<file path="src/rtl/raifes_hasti_dbus_interconnect_pkg.sv">
// ============================================================================
// raifes_hasti_dbus_interconnect_pkg: HASTI widths/encodings and dbus decode constants.
// Rev 1.0
// ============================================================================
`default_nettype none

package raifes_hasti_dbus_interconnect_pkg;

  // HASTI bus geometry and encodings
  localparam int HASTI_ADDR_WIDTH  = 32;
  localparam int HASTI_BUS_WIDTH   = 32;
  localparam int HASTI_SIZE_WIDTH  = 3;
  localparam int HASTI_BURST_WIDTH = 3;
  localparam int HASTI_PROT_WIDTH  = 4;
  localparam int HASTI_TRANS_WIDTH = 2;
  localparam int HASTI_RESP_WIDTH  = 1;

  localparam logic [HASTI_RESP_WIDTH-1:0] HRESP_OKAY  = 1'b0;
  localparam logic [HASTI_RESP_WIDTH-1:0] HRESP_ERROR = 1'b1;

  // Data-phase select: codes 0..NUM_SLAVES-1 name a slot, two reserved codes above
  localparam int DSEL_WIDTH = 4;
  typedef logic [DSEL_WIDTH-1:0] dsel_t;
  localparam dsel_t DSEL_NONE    = 4'hF;
  localparam dsel_t DSEL_DEFAULT = 4'hE;

  localparam logic [HASTI_ADDR_WIDTH-1:0] DBUS_RAM_BASE    = 32'h0000_0000;
  localparam logic [HASTI_ADDR_WIDTH-1:0] DBUS_PERIPH_BASE = 32'h8100_0000;
  localparam logic [HASTI_ADDR_WIDTH-1:0] DBUS_REGION_MASK = 32'hFF00_0000;

  typedef enum logic [1:0] {
    DS_IDLE = 2'd0,
    DS_ERR1 = 2'd1,
    DS_ERR2 = 2'd2
  } ds_state_e;

  function automatic logic addr_hit(input logic [HASTI_ADDR_WIDTH-1:0] addr,
                                    input logic [HASTI_ADDR_WIDTH-1:0] base,
                                    input logic [HASTI_ADDR_WIDTH-1:0] mask);
    return (addr & mask) == base;
  endfunction

endpackage

`default_nettype wire

</file>
<file path="src/rtl/raifes_hasti_dbus_interconnect_if.sv">
// ============================================================================
// raifes_hasti_dbus_interconnect_if: master-side and slave-side HASTI signals of the dbus.
// Rev 1.0
// ============================================================================
`default_nettype none

interface raifes_hasti_dbus_interconnect_if #(
  parameter int NUM_SLAVES = 2
) ();
  import raifes_hasti_dbus_interconnect_pkg::*;

  logic [HASTI_ADDR_WIDTH-1:0]             m_haddr;
  logic                                    m_hwrite;
  logic                                    m_hmastlock;
  logic [HASTI_SIZE_WIDTH-1:0]             m_hsize;
  logic [HASTI_BURST_WIDTH-1:0]            m_hburst;
  logic [HASTI_PROT_WIDTH-1:0]             m_hprot;
  logic [HASTI_TRANS_WIDTH-1:0]            m_htrans;
  logic [HASTI_BUS_WIDTH-1:0]              m_hwdata;
  logic [HASTI_BUS_WIDTH-1:0]              m_hrdata;
  logic                                    m_hready;
  logic [HASTI_RESP_WIDTH-1:0]             m_hresp;

  logic [NUM_SLAVES-1:0]                   s_hsel;
  logic [HASTI_ADDR_WIDTH-1:0]             s_haddr;
  logic                                    s_hwrite;
  logic [HASTI_SIZE_WIDTH-1:0]             s_hsize;
  logic [HASTI_BURST_WIDTH-1:0]            s_hburst;
  logic                                    s_hmastlock;
  logic [HASTI_PROT_WIDTH-1:0]             s_hprot;
  logic [HASTI_TRANS_WIDTH-1:0]            s_htrans;
  logic [HASTI_BUS_WIDTH-1:0]              s_hwdata;
  logic                                    s_hreadyin;
  logic [NUM_SLAVES*HASTI_BUS_WIDTH-1:0]   s_hrdata;
  logic [NUM_SLAVES-1:0]                   s_hready;
  logic [NUM_SLAVES*HASTI_RESP_WIDTH-1:0]  s_hresp;

  modport master (
    output m_haddr, m_hwrite, m_hmastlock, m_hsize, m_hburst, m_hprot, m_htrans, m_hwdata,
    input  m_hrdata, m_hready, m_hresp
  );

  modport slave (
    input  s_hsel, s_haddr, s_hwrite, s_hsize, s_hburst, s_hmastlock, s_hprot, s_htrans,
           s_hwdata, s_hreadyin,
    output s_hrdata, s_hready, s_hresp
  );

  modport ic (
    input  m_haddr, m_hwrite, m_hmastlock, m_hsize, m_hburst, m_hprot, m_htrans, m_hwdata,
    output m_hrdata, m_hready, m_hresp,
    output s_hsel, s_haddr, s_hwrite, s_hsize, s_hburst, s_hmastlock, s_hprot, s_htrans,
           s_hwdata, s_hreadyin,
    input  s_hrdata, s_hready, s_hresp
  );

endinterface

`default_nettype wire

</file>
<file path="src/rtl/raifes_hasti_dbus_interconnect_default_slave.sv">
// ============================================================================
// raifes_hasti_default_slave: two-cycle AHB-Lite ERROR responder for unmapped/timed-out accesses.
// Rev 1.0
// ============================================================================
`default_nettype none

module raifes_hasti_default_slave
  import raifes_hasti_dbus_interconnect_pkg::*;
(
  input  logic                        clk,
  input  logic                        reset,
  input  logic                        i_start,
  output logic                        o_hready,
  output logic [HASTI_RESP_WIDTH-1:0] o_hresp
);

  ds_state_e state_q, state_d;

  always_ff @(posedge clk) begin
    if (reset) begin
      state_q <= DS_IDLE;
    end else begin
      state_q <= state_d;
    end
  end

  always_comb begin
    state_d  = state_q;
    o_hready = 1'b1;
    o_hresp  = HRESP_OKAY;
    unique case (state_q)
      DS_IDLE: begin
        if (i_start) state_d = DS_ERR1;
      end
      DS_ERR1: begin
        o_hready = 1'b0;
        o_hresp  = HRESP_ERROR;
        state_d  = DS_ERR2;
      end
      DS_ERR2: begin
        o_hresp = HRESP_ERROR;
        state_d = i_start ? DS_ERR1 : DS_IDLE;
      end
      default: state_d = DS_IDLE;
    endcase
  end

endmodule

`default_nettype wire

</file>
<file path="src/rtl/raifes_hasti_dbus_interconnect.sv">
// ============================================================================
// raifes_hasti_dbus_interconnect: single-master, NUM_SLAVES-slave HASTI dbus decode/return mux.
// Rev 1.0 -- optional hung-slave timeout enabled by defining RAIFES_DBUS_TIMEOUT_EN.
// ============================================================================
`default_nettype none

module raifes_hasti_dbus_interconnect
  import raifes_hasti_dbus_interconnect_pkg::*;
#(
  parameter int                          NUM_SLAVES     = 2,
  parameter logic [NUM_SLAVES*32-1:0]    SLAVE_BASE     = {DBUS_PERIPH_BASE, DBUS_RAM_BASE},
  parameter logic [NUM_SLAVES*32-1:0]    SLAVE_MASK     = {DBUS_REGION_MASK, DBUS_REGION_MASK},
  parameter int                          TIMEOUT_CYCLES = 256
) (
  input  logic                          clk,
  input  logic                          reset,
  raifes_hasti_dbus_interconnect_if.ic  bus,
  output logic [NUM_SLAVES-1:0]         timeout_flag
);

  if (NUM_SLAVES < 1 || NUM_SLAVES > 8 || TIMEOUT_CYCLES < 2) begin : g_param_check
    $error("raifes_hasti_dbus_interconnect: NUM_SLAVES must be 1..8 and TIMEOUT_CYCLES >= 2");
  end

  logic                         w_active;
  logic [NUM_SLAVES-1:0]        w_hit;
  logic [NUM_SLAVES-1:0]        w_quarantine;
  dsel_t                        w_dec_code;
  dsel_t                        dsel_q, dsel_d;
  logic [HASTI_BUS_WIDTH-1:0]   w_sel_hrdata;
  logic                         w_sel_hready;
  logic [HASTI_RESP_WIDTH-1:0]  w_sel_hresp;
  logic                         w_m_hready;
  logic                         w_ds_start;
  logic                         w_ds_hready;
  logic [HASTI_RESP_WIDTH-1:0]  w_ds_hresp;
  logic                         w_timeout_fire;

  assign w_active = bus.m_htrans[1];

  // Quarantined slots fall through to the default slave
  always_comb begin
    w_hit = '0;
    for (int i = 0; i < NUM_SLAVES; i++) begin
      w_hit[i] = addr_hit(bus.m_haddr, SLAVE_BASE[32*i +: 32], SLAVE_MASK[32*i +: 32])
                 && !w_quarantine[i];
    end
  end

  always_comb begin
    w_dec_code = DSEL_DEFAULT;
    for (int i = NUM_SLAVES - 1; i >= 0; i--) begin
      if (w_hit[i]) w_dec_code = DSEL_WIDTH'(i);
    end
  end

  always_comb begin
    bus.s_hsel = '0;
    for (int i = 0; i < NUM_SLAVES; i++) begin
      bus.s_hsel[i] = w_active && (w_dec_code == DSEL_WIDTH'(i));
    end
  end

  assign bus.s_haddr     = bus.m_haddr;
  assign bus.s_hwrite    = bus.m_hwrite;
  assign bus.s_hsize     = bus.m_hsize;
  assign bus.s_hburst    = bus.m_hburst;
  assign bus.s_hmastlock = bus.m_hmastlock;
  assign bus.s_hprot     = bus.m_hprot;
  assign bus.s_htrans    = bus.m_htrans;
  assign bus.s_hwdata    = bus.m_hwdata;
  assign bus.s_hreadyin  = w_m_hready;

  always_comb begin
    dsel_d = dsel_q;
    if (w_timeout_fire) begin
      dsel_d = DSEL_DEFAULT;
    end else if (w_m_hready) begin
      dsel_d = w_active ? w_dec_code : DSEL_NONE;
    end
  end

  always_ff @(posedge clk) begin
    if (reset) begin
      dsel_q <= DSEL_NONE;
    end else begin
      dsel_q <= dsel_d;
    end
  end

  assign w_ds_start = w_timeout_fire || (w_m_hready && w_active && (w_dec_code == DSEL_DEFAULT));

  raifes_hasti_default_slave u_default_slave (
    .clk      (clk),
    .reset    (reset),
    .i_start  (w_ds_start),
    .o_hready (w_ds_hready),
    .o_hresp  (w_ds_hresp)
  );

  always_comb begin
    w_sel_hrdata = '0;
    w_sel_hready = 1'b1;
    w_sel_hresp  = HRESP_OKAY;
    for (int i = 0; i < NUM_SLAVES; i++) begin
      if (dsel_q == DSEL_WIDTH'(i)) begin
        w_sel_hrdata = bus.s_hrdata[HASTI_BUS_WIDTH*i +: HASTI_BUS_WIDTH];
        w_sel_hready = bus.s_hready[i];
        w_sel_hresp  = bus.s_hresp[HASTI_RESP_WIDTH*i +: HASTI_RESP_WIDTH];
      end
    end
  end

  always_comb begin
    bus.m_hrdata = '0;
    w_m_hready   = 1'b1;
    bus.m_hresp  = HRESP_OKAY;
    if (dsel_q == DSEL_DEFAULT) begin
      w_m_hready  = w_ds_hready;
      bus.m_hresp = w_ds_hresp;
    end else if (dsel_q != DSEL_NONE) begin
      bus.m_hrdata = w_sel_hrdata;
      w_m_hready   = w_sel_hready;
      bus.m_hresp  = w_sel_hresp;
    end
  end

  assign bus.m_hready = w_m_hready;

`ifdef RAIFES_DBUS_TIMEOUT_EN
  localparam int c_wait_w = $clog2(TIMEOUT_CYCLES + 1);

  logic [c_wait_w-1:0]    wait_q, wait_d;
  logic [NUM_SLAVES-1:0]  flag_q, flag_d;
  logic                   w_slave_wait;

  assign w_slave_wait = (dsel_q < DSEL_WIDTH'(NUM_SLAVES)) && !w_sel_hready;

  // Fires on the TIMEOUT_CYCLES-th consecutive stalled cycle of one data phase
  always_comb begin
    wait_d         = '0;
    flag_d         = flag_q;
    w_timeout_fire = 1'b0;
    if (w_slave_wait) begin
      if (wait_q == c_wait_w'(TIMEOUT_CYCLES - 1)) begin
        w_timeout_fire = 1'b1;
        for (int i = 0; i < NUM_SLAVES; i++) begin
          if (dsel_q == DSEL_WIDTH'(i)) flag_d[i] = 1'b1;
        end
      end else begin
        wait_d = wait_q + 1'b1;
      end
    end
  end

  always_ff @(posedge clk) begin
    if (reset) begin
      wait_q <= '0;
      flag_q <= '0;
    end else begin
      wait_q <= wait_d;
      flag_q <= flag_d;
    end
  end

  assign w_quarantine = flag_q;
  assign timeout_flag = flag_q;
`else
  assign w_timeout_fire = 1'b0;
  assign w_quarantine   = '0;
  assign timeout_flag   = '0;
`endif

endmodule

`default_nettype wire
</file>
<file path="src/flat_wrapper.sv">
// flat-port wrapper written by rule: the top's interface ports become plain ports
module raifes_hasti_dbus_interconnect_flat import raifes_hasti_dbus_interconnect_pkg::*;
#(
  parameter int                          NUM_SLAVES     = 2,
  parameter logic [NUM_SLAVES*32-1:0]    SLAVE_BASE     = {DBUS_PERIPH_BASE, DBUS_RAM_BASE},
  parameter logic [NUM_SLAVES*32-1:0]    SLAVE_MASK     = {DBUS_REGION_MASK, DBUS_REGION_MASK},
  parameter int                          TIMEOUT_CYCLES = 256
)
  (clk, reset, timeout_flag, bus_m_haddr, bus_m_hwrite, bus_m_hmastlock, bus_m_hsize, bus_m_hburst, bus_m_hprot, bus_m_htrans, bus_m_hwdata, bus_m_hrdata, bus_m_hready, bus_m_hresp, bus_s_hsel, bus_s_haddr, bus_s_hwrite, bus_s_hsize, bus_s_hburst, bus_s_hmastlock, bus_s_hprot, bus_s_htrans, bus_s_hwdata, bus_s_hreadyin, bus_s_hrdata, bus_s_hready, bus_s_hresp);
  raifes_hasti_dbus_interconnect_if #(.NUM_SLAVES(NUM_SLAVES)) bus_i ();
  input  logic clk;
  input  logic reset;
  output logic [NUM_SLAVES-1:0] timeout_flag;
  input wire logic [$bits(bus_i.m_haddr)-1:0] bus_m_haddr;
  input wire logic [$bits(bus_i.m_hwrite)-1:0] bus_m_hwrite;
  input wire logic [$bits(bus_i.m_hmastlock)-1:0] bus_m_hmastlock;
  input wire logic [$bits(bus_i.m_hsize)-1:0] bus_m_hsize;
  input wire logic [$bits(bus_i.m_hburst)-1:0] bus_m_hburst;
  input wire logic [$bits(bus_i.m_hprot)-1:0] bus_m_hprot;
  input wire logic [$bits(bus_i.m_htrans)-1:0] bus_m_htrans;
  input wire logic [$bits(bus_i.m_hwdata)-1:0] bus_m_hwdata;
  output wire logic [$bits(bus_i.m_hrdata)-1:0] bus_m_hrdata;
  output wire logic [$bits(bus_i.m_hready)-1:0] bus_m_hready;
  output wire logic [$bits(bus_i.m_hresp)-1:0] bus_m_hresp;
  output wire logic [$bits(bus_i.s_hsel)-1:0] bus_s_hsel;
  output wire logic [$bits(bus_i.s_haddr)-1:0] bus_s_haddr;
  output wire logic [$bits(bus_i.s_hwrite)-1:0] bus_s_hwrite;
  output wire logic [$bits(bus_i.s_hsize)-1:0] bus_s_hsize;
  output wire logic [$bits(bus_i.s_hburst)-1:0] bus_s_hburst;
  output wire logic [$bits(bus_i.s_hmastlock)-1:0] bus_s_hmastlock;
  output wire logic [$bits(bus_i.s_hprot)-1:0] bus_s_hprot;
  output wire logic [$bits(bus_i.s_htrans)-1:0] bus_s_htrans;
  output wire logic [$bits(bus_i.s_hwdata)-1:0] bus_s_hwdata;
  output wire logic [$bits(bus_i.s_hreadyin)-1:0] bus_s_hreadyin;
  input wire logic [$bits(bus_i.s_hrdata)-1:0] bus_s_hrdata;
  input wire logic [$bits(bus_i.s_hready)-1:0] bus_s_hready;
  input wire logic [$bits(bus_i.s_hresp)-1:0] bus_s_hresp;
  assign bus_i.m_haddr = bus_m_haddr;
  assign bus_i.m_hwrite = bus_m_hwrite;
  assign bus_i.m_hmastlock = bus_m_hmastlock;
  assign bus_i.m_hsize = bus_m_hsize;
  assign bus_i.m_hburst = bus_m_hburst;
  assign bus_i.m_hprot = bus_m_hprot;
  assign bus_i.m_htrans = bus_m_htrans;
  assign bus_i.m_hwdata = bus_m_hwdata;
  assign bus_m_hrdata = bus_i.m_hrdata;
  assign bus_m_hready = bus_i.m_hready;
  assign bus_m_hresp = bus_i.m_hresp;
  assign bus_s_hsel = bus_i.s_hsel;
  assign bus_s_haddr = bus_i.s_haddr;
  assign bus_s_hwrite = bus_i.s_hwrite;
  assign bus_s_hsize = bus_i.s_hsize;
  assign bus_s_hburst = bus_i.s_hburst;
  assign bus_s_hmastlock = bus_i.s_hmastlock;
  assign bus_s_hprot = bus_i.s_hprot;
  assign bus_s_htrans = bus_i.s_htrans;
  assign bus_s_hwdata = bus_i.s_hwdata;
  assign bus_s_hreadyin = bus_i.s_hreadyin;
  assign bus_i.s_hrdata = bus_s_hrdata;
  assign bus_i.s_hready = bus_s_hready;
  assign bus_i.s_hresp = bus_s_hresp;
  raifes_hasti_dbus_interconnect #(.NUM_SLAVES(NUM_SLAVES), .SLAVE_BASE(SLAVE_BASE), .SLAVE_MASK(SLAVE_MASK), .TIMEOUT_CYCLES(TIMEOUT_CYCLES)) u_core (.clk(clk), .reset(reset), .bus(bus_i), .timeout_flag(timeout_flag));
endmodule
</file>
<file path="config.mk">
export PLATFORM = sky130hd
export DESIGN_NAME = raifes_hasti_dbus_interconnect_flat
export DESIGN_NICKNAME = d
export VERILOG_FILES = /design/src/rtl/raifes_hasti_dbus_interconnect_pkg.sv /design/src/rtl/raifes_hasti_dbus_interconnect_if.sv /design/src/rtl/raifes_hasti_dbus_interconnect_default_slave.sv /design/src/rtl/raifes_hasti_dbus_interconnect.sv /design/src/flat_wrapper.sv
export SDC_FILE = /design/constraint.sdc
export NUM_CORES = 1
export LEC_CHECK = 0
export CORE_AREA = 5 5 100 102
export CTS_BUF_LIST = sky130_fd_sc_hd__clkbuf_16
export DETAILED_ROUTE_END_ITERATION = 8
export DIE_AREA = 0 0 105 107
export GPL_ROUTABILITY_DRIVEN = 1
export PLACE_DENSITY_LB_ADDON = 0.1
export SYNTH_ARGS = -nofsm -noshare
export SYNTH_HDL_FRONTEND = slang
export SYNTH_SLANG_ARGS = --single-unit
</file>
<file path="constraint.sdc">
create_clock -name clk -period 2.03 [get_ports clk]
set_input_delay 0.3045 -clock clk [delete_from_list [all_inputs] [get_ports clk]]
set_output_delay 0.3045 -clock clk [all_outputs]
set_load 0.02 [all_outputs]
</file>
==> metrics.txt <==
status=complete, no violations; clock root cell=clkbuf_16; CP Capture Type=output pin; worst reg2reg setup slack=0.45 ns; Synth area leaders=buf_4, mux2i_1, nor2_1, dfxtp_1, ha_1; switching pwr=173 µW; Seq cells post-synth=4; crit-path leading delay family=buffers and inverters; Cell Pwr Density=304 nW/µm²; WL final=5.21 mm; via count=1347; max incr delay on CP=0.61 ns; Top Metal Used=met4; Tot Pwr=728 µW; combinational share of power=45.2%; final worst path period share=95.6%; Area Overhead vs Synth=65.3%; fin. max-slew vios=0; wire per inst=14.7 µm; setup ws final=0.0903 ns; port bufs=124; initial antenna violation count=0; layout cells sized above 1=9.02%; routed vias/inst=3.79; startpoint class of the critical path=flop; CP max stage cell=clkdlybuf4s50_1; Post-DRT Antenna Nets=0; post-route minimum period=1.94 ns; CP cell instances=buf_12, mux2i_1, nor2_1, clkdlybuf4s50_1; share of power burned in registers=12.5%; Clock Latency Late Sink=0.22 ns; leakage=1.20 nW; pin count of the biggest net entering global routing=23; grt ovf=0; First-pass DRT Iterations=4; Die H=107 µm; Crit Path Max Fanout=22; Power Internal=555 µW; Starting Density=16.0%; worst ir drop on vdd=0.176 mV; clock transition at the registers of the reported paths=0.03 ns; Placed Instance Area=2280 µm²; Post-Syn Area=1450 µm²; DR WL met2=2.66 mm; area leader, netlist=buf_4; sequential area share after synthesis=5.54%; critical path required time=1.73 ns; type of the worst min-delay path=reg2reg; Critical path buffers and inverters=2; # nets final=398; CTS buffer count=3; post-route cell area=2390 µm²; chip width=105 µm; # IOs=265; placer congestion estimate=0.642; Metal-1 WL=1.67 mm; met3 wire len=690 µm; share of the synthesized area in the top cell type=42.0%; die area=11200 µm²; Worst Skew=0.00134 ns; core box area=9020 µm²; # DRC=0; Distinct cells, synth=28; initial drt markers=30; Final Hold Fails=0; critical path class=reg2out; total track usage=8.27%; number of global-route vias before repair=1409; Clock Tree Buf Depth=2; post-detail-place hpwl=4.41 mm; Setup Slack @ Placement=-0.539 ns; # fillers=987; Syn. warnings=0; switching portion of total power=23.8%; final core utilization=26.5%; TritonCTS sink count=4; max-cap violations=0; Max Clk Rate=516 MHz; RSZ-0062 raised after global routing=false; row count=35; syn_area_per_cell=7.46 µm²; synthesized instance count=194; commonest non-fill, non-tap cell in the layout=clkdlybuf4s50_1; # hold bufs at CTS=0; Final Setup Violations=0; setup TNS=0 ns; CP arrival=1.64 ns; CTS tree=done; ant diodes=0; clock group share of total power=42.3%; first-pass GRT wire length=7.52 mm; most frequent cells in the layout=clkdlybuf4s50_1, nor2_1, mux2i_1; H-tree levels=1
-- power by group through the flow --
stage / clock, mW / sequential [mW] / combinational [mW]
6_report: 0.308 / 0.0912 / 0.329
5_1_grt: 0.321 / 0.0918 / 0.355
4_1_cts: 0.313 / 0.0912 / 0.334
3_5_place_dp: 0 / 0.0924 / 0.334
3_3_place_gp: 0 / 0.0927 / 0.335
2_1_floorplan: 0 / 0.0887 / 0.341
-- worst paths after layout --
kind	from	end	cells after the start
hold reg to reg	u_core.u_default_slave.state_q[1]$_SDFFE_PP0P_	u_core.u_default_slave.state_q[1]$_SDFFE_PP0P_	2
hold / removal	u_core.u_default_slave.state_q[1]$_SDFFE_PP0P_	u_core.u_default_slave.state_q[1]$_SDFFE_PP0P_	2
setup reg to reg	u_core.u_default_slave.state_q[1]$_SDFFE_PP0P_	u_core.u_default_slave.state_q[0]$_SDFFE_PP0P_	6
setup / recovery	u_core.dsel_q[0]$_SDFFE_PP1N_	bus_m_hrdata[20]	4
-- per-layer routing --
| layer | global-route usage, % | vias to the layer above |
|---|---|---|
| met5 | 0 | - |
| met4 | 3.65 | 0 |
| met3 | 4.88 | 26 |
| met2 | 15.0 | 100 |
| met1 | 7.33 | 568 |
| li1 | - | 653 |
-- cells by family (layout without fill, tap and decap cells) --
family | count (synthesis) | after routing | share of synthesized area (%)
AO/OA/AOI/OAI | 8 | 8 | 3.63
XOR/XNOR | 1 | 1 | 0.606
adder cells (fa/ha/maj) | 4 | 4 | 3.46
buffers and inverters | 91 | 140 | 45.4
flip-flops | 4 | 4 | 5.54
multiplexers | 35 | 35 | 24.6
other | 1 | 2 | 0.259
AND/OR/NAND/NOR | 50 | 50 | 16.5
-- through the flow --
step	cells	hold WS, ns
finish	355	0.522
global route	355	0.562
CTS	355	0.524
detailed placement	352	0.518
global placement	352	0.511
floorplan	195	0.374
-- worst min-delay path: cells and delay by family, from the launching register on --
kind             cells  cell delay, ns
flip-flops           1            0.33
multiplexers         1            0.06
AND/OR/NAND/NOR      1            0.08
-- layout make-up --
class / count / area, µm² / share of cell area [%]
tap: 111 / 139 / 5.81
inverter: 2 / 7.51 / 0.314
sequential: 4 / 81.3 / 3.40
timing repair buffer: 135 / 1370 / 57.1
clock buffer: 3 / 75.1 / 3.14
multi-input combinational: 100 / 723 / 30.2
-- synth_stat cells, drive strengths merged --
master	instances
xor2	1
nand2b	2
nor4	1
or2	1
o41ai	1
ha	4
clkbuf	2
dfxtp	4
mux2i	34
a31oi	1
nor2	36
nor3	3
o21ai	2
nand2	2
nand3b	2
o211ai	2
mux2	1
o21a	1
buf	87
or4	2
inv	2
a21oi	1
conb	1
nor3b	1
-- registers in the layout, summed over array words and instances (netlist names) --
signal                          count
u_core.dsel_q                       2
u_core.u_default_slave.state_q      2
-- timing repair --
action	4_1_cts	5_1_grt
resized for setup	15	15
pin swaps	1	4
endpoints found under the setup margin	6	27
endpoints found under the hold margin	0	0
buffers inserted	0	0
Note: power is estimated with default switching activity, not from simulation.
